## src/rtl/elevator_call_scheduler_pkg.sv

```systemverilog
// Shared types and defaults for the elevator call scheduler: FSM states, direction encoding, sizing helper.
package elev_pkg;

    localparam int DEF_NUM_FLOORS = 16;
    localparam int DEF_FLOOR_W    = 4;

    typedef enum logic [1:0] {
        IDLE      = 2'd0,
        MOVE_UP   = 2'd1,
        MOVE_DOWN = 2'd2,
        DWELL     = 2'd3
    } state_t;

    localparam logic DIR_UP   = 1'b0;
    localparam logic DIR_DOWN = 1'b1;

    // Width of a down-counter that must hold n-1; never narrower than one bit.
    function automatic int cnt_width(input int n);
        return (n > 1) ? $clog2(n) : 1;
    endfunction

endpackage

```

## src/rtl/elevator_call_scheduler_if.sv

```systemverilog
// Panel/car-side bundle of the scheduler: master drives calls and car position, slave returns commands.
interface elevator_call_scheduler_if
    import elev_pkg::*;
#(
    parameter int NUM_FLOORS = DEF_NUM_FLOORS,
    parameter int FLOOR_W    = DEF_FLOOR_W
);
    logic [NUM_FLOORS-1:0] call_req;
    logic [FLOOR_W-1:0]    car_floor;
    logic [NUM_FLOORS-1:0] pending;
    logic [FLOOR_W-1:0]    target_floor;
    logic                  target_valid;
    logic                  Up;
    logic                  Down;
    logic                  door;
    logic                  busy;

    modport master (
        output call_req, car_floor,
        input  pending, target_floor, target_valid, Up, Down, door, busy
    );

    modport slave (
        input  call_req, car_floor,
        output pending, target_floor, target_valid, Up, Down, door, busy
    );
endinterface

```

## src/rtl/elevator_call_scheduler_picker.sv

```systemverilog
// Combinational SCAN picker: nearest pending floor above and below the car, and whether the car's floor is called.
module elev_scan_picker
    import elev_pkg::*;
#(
    parameter int NUM_FLOORS = DEF_NUM_FLOORS,
    parameter int FLOOR_W    = DEF_FLOOR_W
) (
    input  logic [NUM_FLOORS-1:0] pending,
    input  logic [FLOOR_W-1:0]    car_floor,
    output logic [FLOOR_W-1:0]    above,
    output logic                  above_found,
    output logic [FLOOR_W-1:0]    below,
    output logic                  below_found,
    output logic                  here
);
    logic floor_ok;

    // A car position outside the building yields no candidates at all.
    assign floor_ok = int'(car_floor) < NUM_FLOORS;

    always_comb begin
        above       = '0;
        above_found = 1'b0;
        below       = '0;
        below_found = 1'b0;
        for (int i = NUM_FLOORS - 1; i >= 0; i--) begin
            if (floor_ok && pending[i] && (i > int'(car_floor))) begin
                above       = FLOOR_W'(i);
                above_found = 1'b1;
            end
        end
        for (int i = 0; i < NUM_FLOORS; i++) begin
            if (floor_ok && pending[i] && (i < int'(car_floor))) begin
                below       = FLOOR_W'(i);
                below_found = 1'b1;
            end
        end
    end

    assign here = floor_ok && pending[car_floor];

endmodule

```

## src/rtl/elevator_call_scheduler.sv

```systemverilog
// SCAN elevator call scheduler: pending-call register, direction FSM, door dwell timer.
// Optional lobby return after idle timeout when ELEV_LOBBY_RETURN_EN is defined.
module elevator_call_scheduler
    import elev_pkg::*;
#(
    parameter int NUM_FLOORS    = DEF_NUM_FLOORS,
    parameter int FLOOR_W       = DEF_FLOOR_W,
    parameter int DWELL_CYCLES  = 8,
    parameter int LOBBY_TIMEOUT = 64
) (
    input  logic                     clk,
    input  logic                     reset,
    elevator_call_scheduler_if.slave bus
);
    localparam int              DW_W       = cnt_width(DWELL_CYCLES);
    localparam logic [DW_W-1:0] DWELL_LOAD = DW_W'(DWELL_CYCLES - 1);

    if (DWELL_CYCLES < 1 || LOBBY_TIMEOUT < 1 || (2 ** FLOOR_W) < NUM_FLOORS) begin : g_bad_params
        $error("elevator_call_scheduler: illegal parameter combination");
    end

    state_t                state, state_nxt;
    logic [NUM_FLOORS-1:0] pending_q, pending_nxt, clear_mask;
    logic [FLOOR_W-1:0]    target_q, target_nxt;
    logic                  target_valid_q, up_q, down_q, door_q;
    logic                  last_dir, last_dir_nxt;
    logic [DW_W-1:0]       dwell_cnt, dwell_nxt;
    logic                  lobby_call;
    logic                  floor_ok, repress;

    logic [FLOOR_W-1:0]    above, below;
    logic                  above_found, below_found, here;

    elev_scan_picker #(
        .NUM_FLOORS (NUM_FLOORS),
        .FLOOR_W    (FLOOR_W)
    ) u_picker (
        .pending     (pending_q),
        .car_floor   (bus.car_floor),
        .above       (above),
        .above_found (above_found),
        .below       (below),
        .below_found (below_found),
        .here        (here)
    );

    assign floor_ok = int'(bus.car_floor) < NUM_FLOORS;
    // A fresh press at the floor being served extends the open door instead of queueing.
    assign repress  = (state == DWELL) && floor_ok && bus.call_req[bus.car_floor];

    always_comb begin
        state_nxt    = state;
        target_nxt   = target_q;
        last_dir_nxt = last_dir;
        dwell_nxt    = dwell_cnt;
        clear_mask   = '0;

        unique case (state)
            IDLE: begin
                if (here)             state_nxt = DWELL;
                else if (above_found) state_nxt = MOVE_UP;
                else if (below_found) state_nxt = MOVE_DOWN;
            end
            MOVE_UP: begin
                if (here)             state_nxt = DWELL;
                else if (above_found) state_nxt = MOVE_UP;
                else if (below_found) state_nxt = MOVE_DOWN;
                else                  state_nxt = IDLE;
            end
            MOVE_DOWN: begin
                if (here)             state_nxt = DWELL;
                else if (below_found) state_nxt = MOVE_DOWN;
                else if (above_found) state_nxt = MOVE_UP;
                else                  state_nxt = IDLE;
            end
            DWELL: begin
                if (repress)                dwell_nxt = DWELL_LOAD;
                else if (dwell_cnt != '0)   dwell_nxt = dwell_cnt - 1'b1;
                else if (last_dir == DIR_UP)
                    state_nxt = above_found ? MOVE_UP : (below_found ? MOVE_DOWN : IDLE);
                else
                    state_nxt = below_found ? MOVE_DOWN : (above_found ? MOVE_UP : IDLE);
            end
            default: state_nxt = IDLE;
        endcase

        if (state_nxt == DWELL && state != DWELL) dwell_nxt = DWELL_LOAD;

        if (state_nxt == MOVE_UP) begin
            target_nxt   = above;
            last_dir_nxt = DIR_UP;
        end else if (state_nxt == MOVE_DOWN) begin
            target_nxt   = below;
            last_dir_nxt = DIR_DOWN;
        end

        // The floor being served never holds a pending bit, even if pressed in the same cycle.
        if (floor_ok && (state == DWELL || state_nxt == DWELL)) clear_mask[bus.car_floor] = 1'b1;
    end

    assign pending_nxt = (pending_q | bus.call_req | {{(NUM_FLOORS-1){1'b0}}, lobby_call}) & ~clear_mask;

`ifdef ELEV_LOBBY_RETURN_EN
    localparam int IW = cnt_width(LOBBY_TIMEOUT);

    logic [IW-1:0] idle_cnt;
    logic          idle_qual;

    assign idle_qual  = (state == IDLE) && (bus.car_floor != '0) && (pending_q == '0) && (bus.call_req == '0);
    assign lobby_call = idle_qual && (idle_cnt == IW'(LOBBY_TIMEOUT - 1));

    always_ff @(posedge clk) begin
        if (reset)            idle_cnt <= '0;
        else if (!idle_qual)  idle_cnt <= '0;
        else if (lobby_call)  idle_cnt <= '0;
        else                  idle_cnt <= idle_cnt + 1'b1;
    end
`else
    assign lobby_call = 1'b0;
`endif

    always_ff @(posedge clk) begin
        if (reset) begin
            state          <= IDLE;
            pending_q      <= '0;
            target_q       <= '0;
            target_valid_q <= 1'b0;
            up_q           <= 1'b0;
            down_q         <= 1'b0;
            door_q         <= 1'b1;
            dwell_cnt      <= '0;
            last_dir       <= DIR_UP;
        end else begin
            state          <= state_nxt;
            pending_q      <= pending_nxt;
            target_q       <= target_nxt;
            target_valid_q <= (state_nxt == MOVE_UP) || (state_nxt == MOVE_DOWN);
            up_q           <= (state_nxt == MOVE_UP);
            down_q         <= (state_nxt == MOVE_DOWN);
            door_q         <= (state_nxt == IDLE) || (state_nxt == DWELL);
            dwell_cnt      <= dwell_nxt;
            last_dir       <= last_dir_nxt;
        end
    end

    assign bus.pending      = pending_q;
    assign bus.target_floor = target_q;
    assign bus.target_valid = target_valid_q;
    assign bus.Up           = up_q;
    assign bus.Down         = down_q;
    assign bus.door         = door_q;
    assign bus.busy         = (state != IDLE);

endmodule

```

## src/flat_wrapper.sv

```systemverilog
// flat-port wrapper written by rule: the top's interface ports become plain ports
module elevator_call_scheduler_flat import elev_pkg::*;
#(
    parameter int NUM_FLOORS    = DEF_NUM_FLOORS,
    parameter int FLOOR_W       = DEF_FLOOR_W,
    parameter int DWELL_CYCLES  = 8,
    parameter int LOBBY_TIMEOUT = 64
)
  (clk, reset, bus_call_req, bus_car_floor, bus_pending, bus_target_floor, bus_target_valid, bus_Up, bus_Down, bus_door, bus_busy);
  elevator_call_scheduler_if #(.NUM_FLOORS(NUM_FLOORS), .FLOOR_W(FLOOR_W)) bus_i ();
  input  logic clk;
  input  logic reset;
  input wire logic [$bits(bus_i.call_req)-1:0] bus_call_req;
  input wire logic [$bits(bus_i.car_floor)-1:0] bus_car_floor;
  output wire logic [$bits(bus_i.pending)-1:0] bus_pending;
  output wire logic [$bits(bus_i.target_floor)-1:0] bus_target_floor;
  output wire logic [$bits(bus_i.target_valid)-1:0] bus_target_valid;
  output wire logic [$bits(bus_i.Up)-1:0] bus_Up;
  output wire logic [$bits(bus_i.Down)-1:0] bus_Down;
  output wire logic [$bits(bus_i.door)-1:0] bus_door;
  output wire logic [$bits(bus_i.busy)-1:0] bus_busy;
  assign bus_i.call_req = bus_call_req;
  assign bus_i.car_floor = bus_car_floor;
  assign bus_pending = bus_i.pending;
  assign bus_target_floor = bus_i.target_floor;
  assign bus_target_valid = bus_i.target_valid;
  assign bus_Up = bus_i.Up;
  assign bus_Down = bus_i.Down;
  assign bus_door = bus_i.door;
  assign bus_busy = bus_i.busy;
  elevator_call_scheduler #(.NUM_FLOORS(NUM_FLOORS), .FLOOR_W(FLOOR_W), .DWELL_CYCLES(DWELL_CYCLES), .LOBBY_TIMEOUT(LOBBY_TIMEOUT)) u_core (.clk(clk), .reset(reset), .bus(bus_i));
endmodule
```

## config.mk

```make
export PLATFORM = sky130hd
export DESIGN_NAME = elevator_call_scheduler_flat
export DESIGN_NICKNAME = d
export VERILOG_FILES = /design/src/rtl/elevator_call_scheduler_pkg.sv /design/src/rtl/elevator_call_scheduler_if.sv /design/src/rtl/elevator_call_scheduler_picker.sv /design/src/rtl/elevator_call_scheduler.sv /design/src/flat_wrapper.sv
export SDC_FILE = /design/constraint.sdc
export NUM_CORES = 1
export LEC_CHECK = 0
export ABC_AREA = 1
export ABC_CLOCK_PERIOD_IN_PS = 5300
export BUFFER_PORTS_ARGS = -buffer_cell sky130_fd_sc_hd__buf_4
export CAP_MARGIN = 20
export CORE_AREA = 10 10 79 81
export CTS_BUF_LIST = sky130_fd_sc_hd__clkbuf_8 sky130_fd_sc_hd__clkbuf_16
export DETAILED_ROUTE_END_ITERATION = 10
export DIE_AREA = 0 0 89 91
export HOLD_SLACK_MARGIN = 0.05
export PLACE_DENSITY = 0.71
export SLEW_MARGIN = 20
export SYNTH_ARGS = -nofsm -noshare
export SYNTH_HDL_FRONTEND = slang
export SYNTH_SLANG_ARGS = --single-unit
```

## constraint.sdc

```tcl
create_clock -name clk -period 5.3 [get_ports clk]
set_input_delay 0.53 -clock clk [delete_from_list [all_inputs] [get_ports clk]]
set_output_delay 0.53 -clock clk [all_outputs]
set_load 0.005 [all_outputs]
```

==> summary.txt, run 1 <==
# hold bufs at CTS: 0
Post-CTS setup buffers: 0
CP startpoint kind: primary input
Post-synth EDFFs: 0
Yosys reg bits: 30
Slew headroom: 68.5%
Residual DRC: 0
Worst EP required: 5.48 ns
Synth warnings: 0
Clk sinks: 30
Final setup TNS: 0 ns
FF-to-FF setup slack: 2.46 ns
Initial Utilization: 45.7%
Synth top area cells: dfxtp_1 28%, nand2_1 14%, inv_1 7.1%
Clock Root Buffer: clkbuf_8
Vias in the first global route: 2,346
Slew Limit Fails: 0
Async set-reset flop share out of synthesis: 0%
WP data arrival: 3.44 ns
H-Tree Depth: 2
Crit path from: bus_car_floor[1]
Leak: 0.00134 uW
Initial antenna violation count: 0
Global-route wire length before repair: 11.2 mm
Mapped Cells: 324
Core Footprint: 0.00466 sq mm
Vias/cell: 5.49
Crit path capture: u_core.dwell_cnt[2]$_SDFFE_PP0P_
Share of cells above drive strength 1: 26.1%
Slew @ Worst Pin: 0.472 ns
Final Cycle Share: 61.5%
Sequential-to-total area share from yosys stat: 28.2%
Net Count, Synth: 351
Diodes inserted: 0
Synth cell count leaders: 78 x nand2_1, 40 x inv_1, 30 x dfxtp_1
HPWL reported at the end of detailed placement: 5.34 mm
Syn avg cell area: 6.57 sq um
Pin count of the biggest net entering global routing: 16
GP Congestion: 0.918
FMAX: 307 MHz
GRT Resource Usage Total: 17.2%
RSZ-0062 raised after global routing: no
Cell Pwr Density: 295 mW/mm^2
Post-Route WL: 6.70 mm
Core Rows: 25
Top_reg_cell synth: dfxtp_1
Die area: 0.00810 sq mm
R2R depth: 13
Outcome: completed
Clock-pin slew on the worst setup and hold paths: 0.07 ns
DR WL/cell: 15.7 um
Fin. Hold Viols: 0
Die W: 89 um
I/O pins: 47
Top cell type's share of synthesized area: 28.2%
WS Path Type: primary input to flop
Synthesized cell area: 0.00213 sq mm
Setup violations, final: 0
Final net count: 398
Crit Path Max Fanout: 13
DRT Pass-1 Iters: 5
Antenna Nets Post-Route: 0
Post-route minimum period: 3.26 ns
Hold Path Class: flop to flop
Clk Latency, worst-skew pair: 0.29 ns
Crit Reg-Reg Endpoint: u_core.dwell_cnt[2]$_SDFFE_PP0P_
Clock tree buffer depth: 2
CP endpoint kind: flop
Post-Place Worst Slack: 1.73 ns
CTS tree: built
Vias: 2,338
Area growth syn-to-layout: 21.9%
Die height: 91 um
DR iter-0 viols: 217
Resize count post-CTS: 0
GR Overflow Total: 0
Setup Skew: 0.00633 ns
Max VDD drop: 0.104 mV
Netlist cell types: 37
Num CTS Buffers: 5
Number of max-cap violations: 0
Fin util: 55.7%
Setup WS post-layout: 2.04 ns
Count leader, synth: nand2_1
Synth area leader: dfxtp_1
R2R Path Start: u_core.bus.pending[4]$_SDFF_PP0_
Port bufs: 46
==> cells by family after synthesis <==
logic type	synth area share (%)
buf+inv	11.5
flops	28.2
simple gates	35.7
xor+xnor	0.411
compound gates	21.3
fa+ha+maj	2.94
==> registers in the layout, summed over array words and instances, names as in the netlist <==
name	flops
u_core.bus.Up	1
u_core.bus.target_floor	4
u_core.bus.door	1
u_core.bus.pending	16
u_core.bus.target_valid	1
u_core.last_dir	1
u_core.state	2
u_core.dwell_cnt	3
u_core.bus.Down	1
==> cells in the final DEF (no fill, tap or decap), types with 3 or more instances in the layout <==
cell type | netlist | final
nor2_2 | 5 | 5
o211ai_1 | 9 | 9
inv_1 | 40 | 41
o21ai_1 | 4 | 4
o22ai_1 | 9 | 9
inv_2 | 8 | 8
nor3_1 | 4 | 4
nor2_1 | 24 | 24
buf_4 | 2 | 46
a21oi_1 | 12 | 12
a31oi_1 | 4 | 4
o21ai_2 | 4 | 4
a22oi_1 | 4 | 4
dfxtp_1 | 30 | 30
nand3_1 | 23 | 23
a22o_1 | 3 | 3
ha_1 | 5 | 5
nor2_4 | 4 | 4
or2_2 | 3 | 3
clkbuf_8 | 0 | 6
o21ai_0 | 17 | 17
nand2_1 | 78 | 78
nand2_2 | 11 | 11
==> worst min-delay path by stage <==
stage                                             from                                       to  cells after the start
2_1_floorplan         u_core.dwell_cnt[1]$_SDFFE_PP0P_         u_core.dwell_cnt[1]$_SDFFE_PP0P_                      2
3_3_place_gp   u_core.bus.target_floor[0]$_SDFFE_PP0P_  u_core.bus.target_floor[0]$_SDFFE_PP0P_                      2
3_5_place_dp   u_core.bus.target_floor[0]$_SDFFE_PP0P_  u_core.bus.target_floor[0]$_SDFFE_PP0P_                      2
4_1_cts        u_core.bus.target_floor[1]$_SDFFE_PP0P_  u_core.bus.target_floor[1]$_SDFFE_PP0P_                      2
5_1_grt        u_core.bus.target_floor[0]$_SDFFE_PP0P_  u_core.bus.target_floor[0]$_SDFFE_PP0P_                      2
6_report       u_core.bus.target_floor[1]$_SDFFE_PP0P_  u_core.bus.target_floor[1]$_SDFFE_PP0P_                      2
==> final cells by class <==
class	instances	area, sq um
fillers	461	2060
multi-input cells	237	1280
flip-flops and latches	30	601
repair buffers	46	345
inverters	51	206
clock buffers	6	82.6
well taps	54	67.6
clock inverters	2	8.76
==> metal layers <==
metal / global-route usage, % / part of all wire (%) / vias to the layer above
met4: 7.96 / 3.4 / 0
li1: - / - / 1165
met3: 5.09 / 8.8 / 24
met2: 27.5 / 46 / 129
met5: 0 / 0 / -
met1: 20.5 / 41 / 1020
==> critical path: stages <==
cell	delay [ns]
buf_4	0.16
nor2_4	0.29
inv_8	0.07
nor2_2	0.15
inv_2	0.05
a211oi_1	0.33
nand3_1	0.22
o21ai_0	0.15
nand3_1	0.10
nand2_1	0.12
inv_1	0.07
ha_1	0.20
nor2_1	0.31
inv_1	0.31
a211oi_1	0.30
nor2_1	0.06
==> where the power goes <==
group / switching, uW / leakage, uW / internal (uW)
logic: 169 / 0.00104 / 115
clock network: 90.3 / 0.0000524 / 103
registers: 28.0 / 0.000250 / 260
==> through the flow <==
stage	cell area (sq um)	hold slack [ns]	total power, uW	std cells
after floorplan	2130	0.444	470	324
after global placement	2500	0.441	574	418
after detailed placement	2500	0.446	576	418
after CTS	2600	0.458	770	426
after global routing	2600	0.471	824	426
final	2600	0.452	765	426
No activity file was read; power rests on OpenSTA's default activity.
==> run 2, diff against run 1 <==
ABC_CLOCK_PERIOD_IN_PS = 3300   (was 5300)
clock period = 3.3 ns   (was 5.3 ns; I/O delays follow)
==> run 2 against run 1 <==
  * Die area unchanged
  * Non-clock buffer count increased by 1
  * First-iteration DRC count decreased by 30%
  * Utilization increased by 0.24 points
  * Via count decreased by 0.64%
  * Global-route usage decreased by 0.37 points
  * Routed wire length decreased by 1.9%
  * Largest power group is now combinational cells
  * Clock power increased by 63%
  * Register-to-register slack got worse by 1.7 ns
  * Clock-buffer cell count unchanged
  * Sequential power increased by 61%
==> summary.txt, run 2 (synthesized netlist as in run 1, its figures left out) <==
DR WL/cell: 15.4 um
Initial antenna violation count: 0
DRT Pass-1 Iters: 7
Vias: 2,323
Hold Path Class: primary input to flop
Post-CTS setup buffers: 0
Most frequent cells in the layout: 78 x nand2_1, 47 x buf_4, 40 x inv_1, 30 x dfxtp_1, 24 x nor2_1
CP max stage delay: 0.29 ns
CP startpoint kind: primary input
Clk Latency, worst-skew pair: 0.29 ns
Share of cells above drive strength 1: 26.5%
HPWL reported at the end of detailed placement: 5.28 mm
Final Cycle Share: 83.8%
Final net count: 399
Diodes inserted: 0
Die W: 89 um
Worst EP required: 3.48 ns
CP dominant cell by count: nor2_1
H-Tree Depth: 2
Leak: 0.00134 uW
Port bufs: 46
Stages on the worst setup path: 18
Clock Root Buffer: clkbuf_8
R2R depth: 13
Vias/cell: 5.44
Crit path from: bus_car_floor[1]
Setup violations, final: 0
Global-route wire length before repair: 11.0 mm
Number of flip-flops in the largest register: 16
Slew Limit Fails: 0
Number of max-cap violations: 0
Core Rows: 25
Crit-path cells: buf_4, nor2_4, inv_8, nor2_4, nor2_1, nand2_1, nand3_1, nor2_1, nand3_1, o21ai_0, nand3_1, nand2_1, inv_1, ha_1, nor2_1, inv_1, a211oi_1, nor2_1
I/O pins: 47
Crit Reg-Reg Endpoint: u_core.dwell_cnt[2]$_SDFFE_PP0P_
Residual DRC: 0
Die area: 0.00810 sq mm
Crit Path Max Fanout: 13
Setup Skew: 0.00452 ns
Max VDD drop: 0.205 mV
Fill count: 467
Resize count post-CTS: 0
GRT Resource Usage Total: 16.8%
DR iter-0 viols: 151
Slew headroom: 64.2%
Num CTS Buffers: 5
Crit path buf inv count: 4
Die height: 91 um
Most common library cell in the layout ignoring fill and taps: nand2_1
Post-Route WL: 6.57 mm
CP endpoint kind: flop
Area growth syn-to-layout: 22.4%
# hold bufs at CTS: 0
Initial Utilization: 45.7%
Core Footprint: 0.00466 sq mm
Antenna Nets Post-Route: 0
GP Congestion: 0.962
CTS tree: built
Clock-pin slew on the worst setup and hold paths: 0.07 ns
RSZ-0062 raised after global routing: no
Vias in the first global route: 2,263
Crit-path leading delay family: simple AND/OR/NAND/NOR gates
R2R Path Start: u_core.bus.pending[9]$_SDFF_PP0_
Pin count of the biggest net entering global routing: 16
Slew @ Worst Pin: 0.536 ns
FMAX: 362 MHz
Crit-path slowest cell: nor2_4
Fin. Hold Viols: 0
Final setup TNS: 0 ns
Clk sinks: 30
WS Path Type: primary input to flop
Fin util: 55.9%
FF-to-FF setup slack: 0.74 ns
Clock tree buffer depth: 2
Post-route minimum period: 2.77 ns
GR Overflow Total: 0
Outcome: completed
Cell Pwr Density: 476 mW/mm^2
WP data arrival: 2.95 ns
Crit path capture: u_core.dwell_cnt[2]$_SDFFE_PP0P_
[run 2: cell types whose count changed in the layout (fill, tap and decap cells not counted)]
cell        previous run  this run
clkinvlp_4             0         1
inv_1                 41        40
buf_4                 46        47
[run 2: power breakdown]
| part | switching, uW | total, uW | internal [uW] |
|---|---|---|---|
| logic | 275 | 465 | 190 |
| clock network | 147 | 314 | 167 |
| registers | 45.2 | 463 | 417 |
[run 2: layout make-up]
type | count | area, sq um | share of cell area [%]
Clock buffer | 6 | 82.6 | 3.17
Clock inverter | 2 | 12.5 | 0.480
Tap cell | 54 | 67.6 | 2.59
Timing Repair Buffer | 47 | 353 | 13.5
Multi-Input combinational cell | 237 | 1280 | 49.3
Inverter | 51 | 206 | 7.92
Sequential cell | 30 | 601 | 23.0
[run 2: worst min path at each step]
stage / from / to / slack [ns] / cells after the start
after floorplan: reset / u_core.bus.target_valid$_SDFF_PP0_ / 0.44 / 1
after global placement: u_core.bus.target_floor[1]$_SDFFE_PP0P_ / u_core.bus.target_floor[1]$_SDFFE_PP0P_ / 0.44 / 2
after detailed placement: u_core.bus.target_floor[1]$_SDFFE_PP0P_ / u_core.bus.target_floor[1]$_SDFFE_PP0P_ / 0.44 / 2
after CTS: bus_call_req[2] / u_core.bus.pending[2]$_SDFF_PP0_ / 0.27 / 3
after global routing: bus_call_req[2] / u_core.bus.pending[2]$_SDFF_PP0_ / 0.28 / 3
final: bus_call_req[6] / u_core.bus.pending[6]$_SDFF_PP0_ / 0.27 / 3
[run 2: through the flow]
stage	cells	hold slack, ns	setup slack (ns)	instance area (sq um)	power (uW)
3_3_place_gp	419	0.442	0.396	2510	929
3_5_place_dp	419	0.440	0.259	2510	934
4_1_cts	427	0.275	0.545	2610	1250
5_1_grt	427	0.279	0.267	2610	1330
6_report	427	0.271	0.534	2610	1240
2_1_floorplan	324	0.438	0.701	2130	755
[run 2: worst min-delay path: stages]
cell and delay [ns]:
buf_4 0.09, o211ai_1 0.07, inv_1 0.05
[run 2: layer usage]
layer,vias up,wire length (um),GRT usage (%)
met5,-,0,0
met4,0,89,6.10
met3,8,462,3.66
met2,88,3190,27.6
met1,1056,2830,20.8
li1,1171,-,-
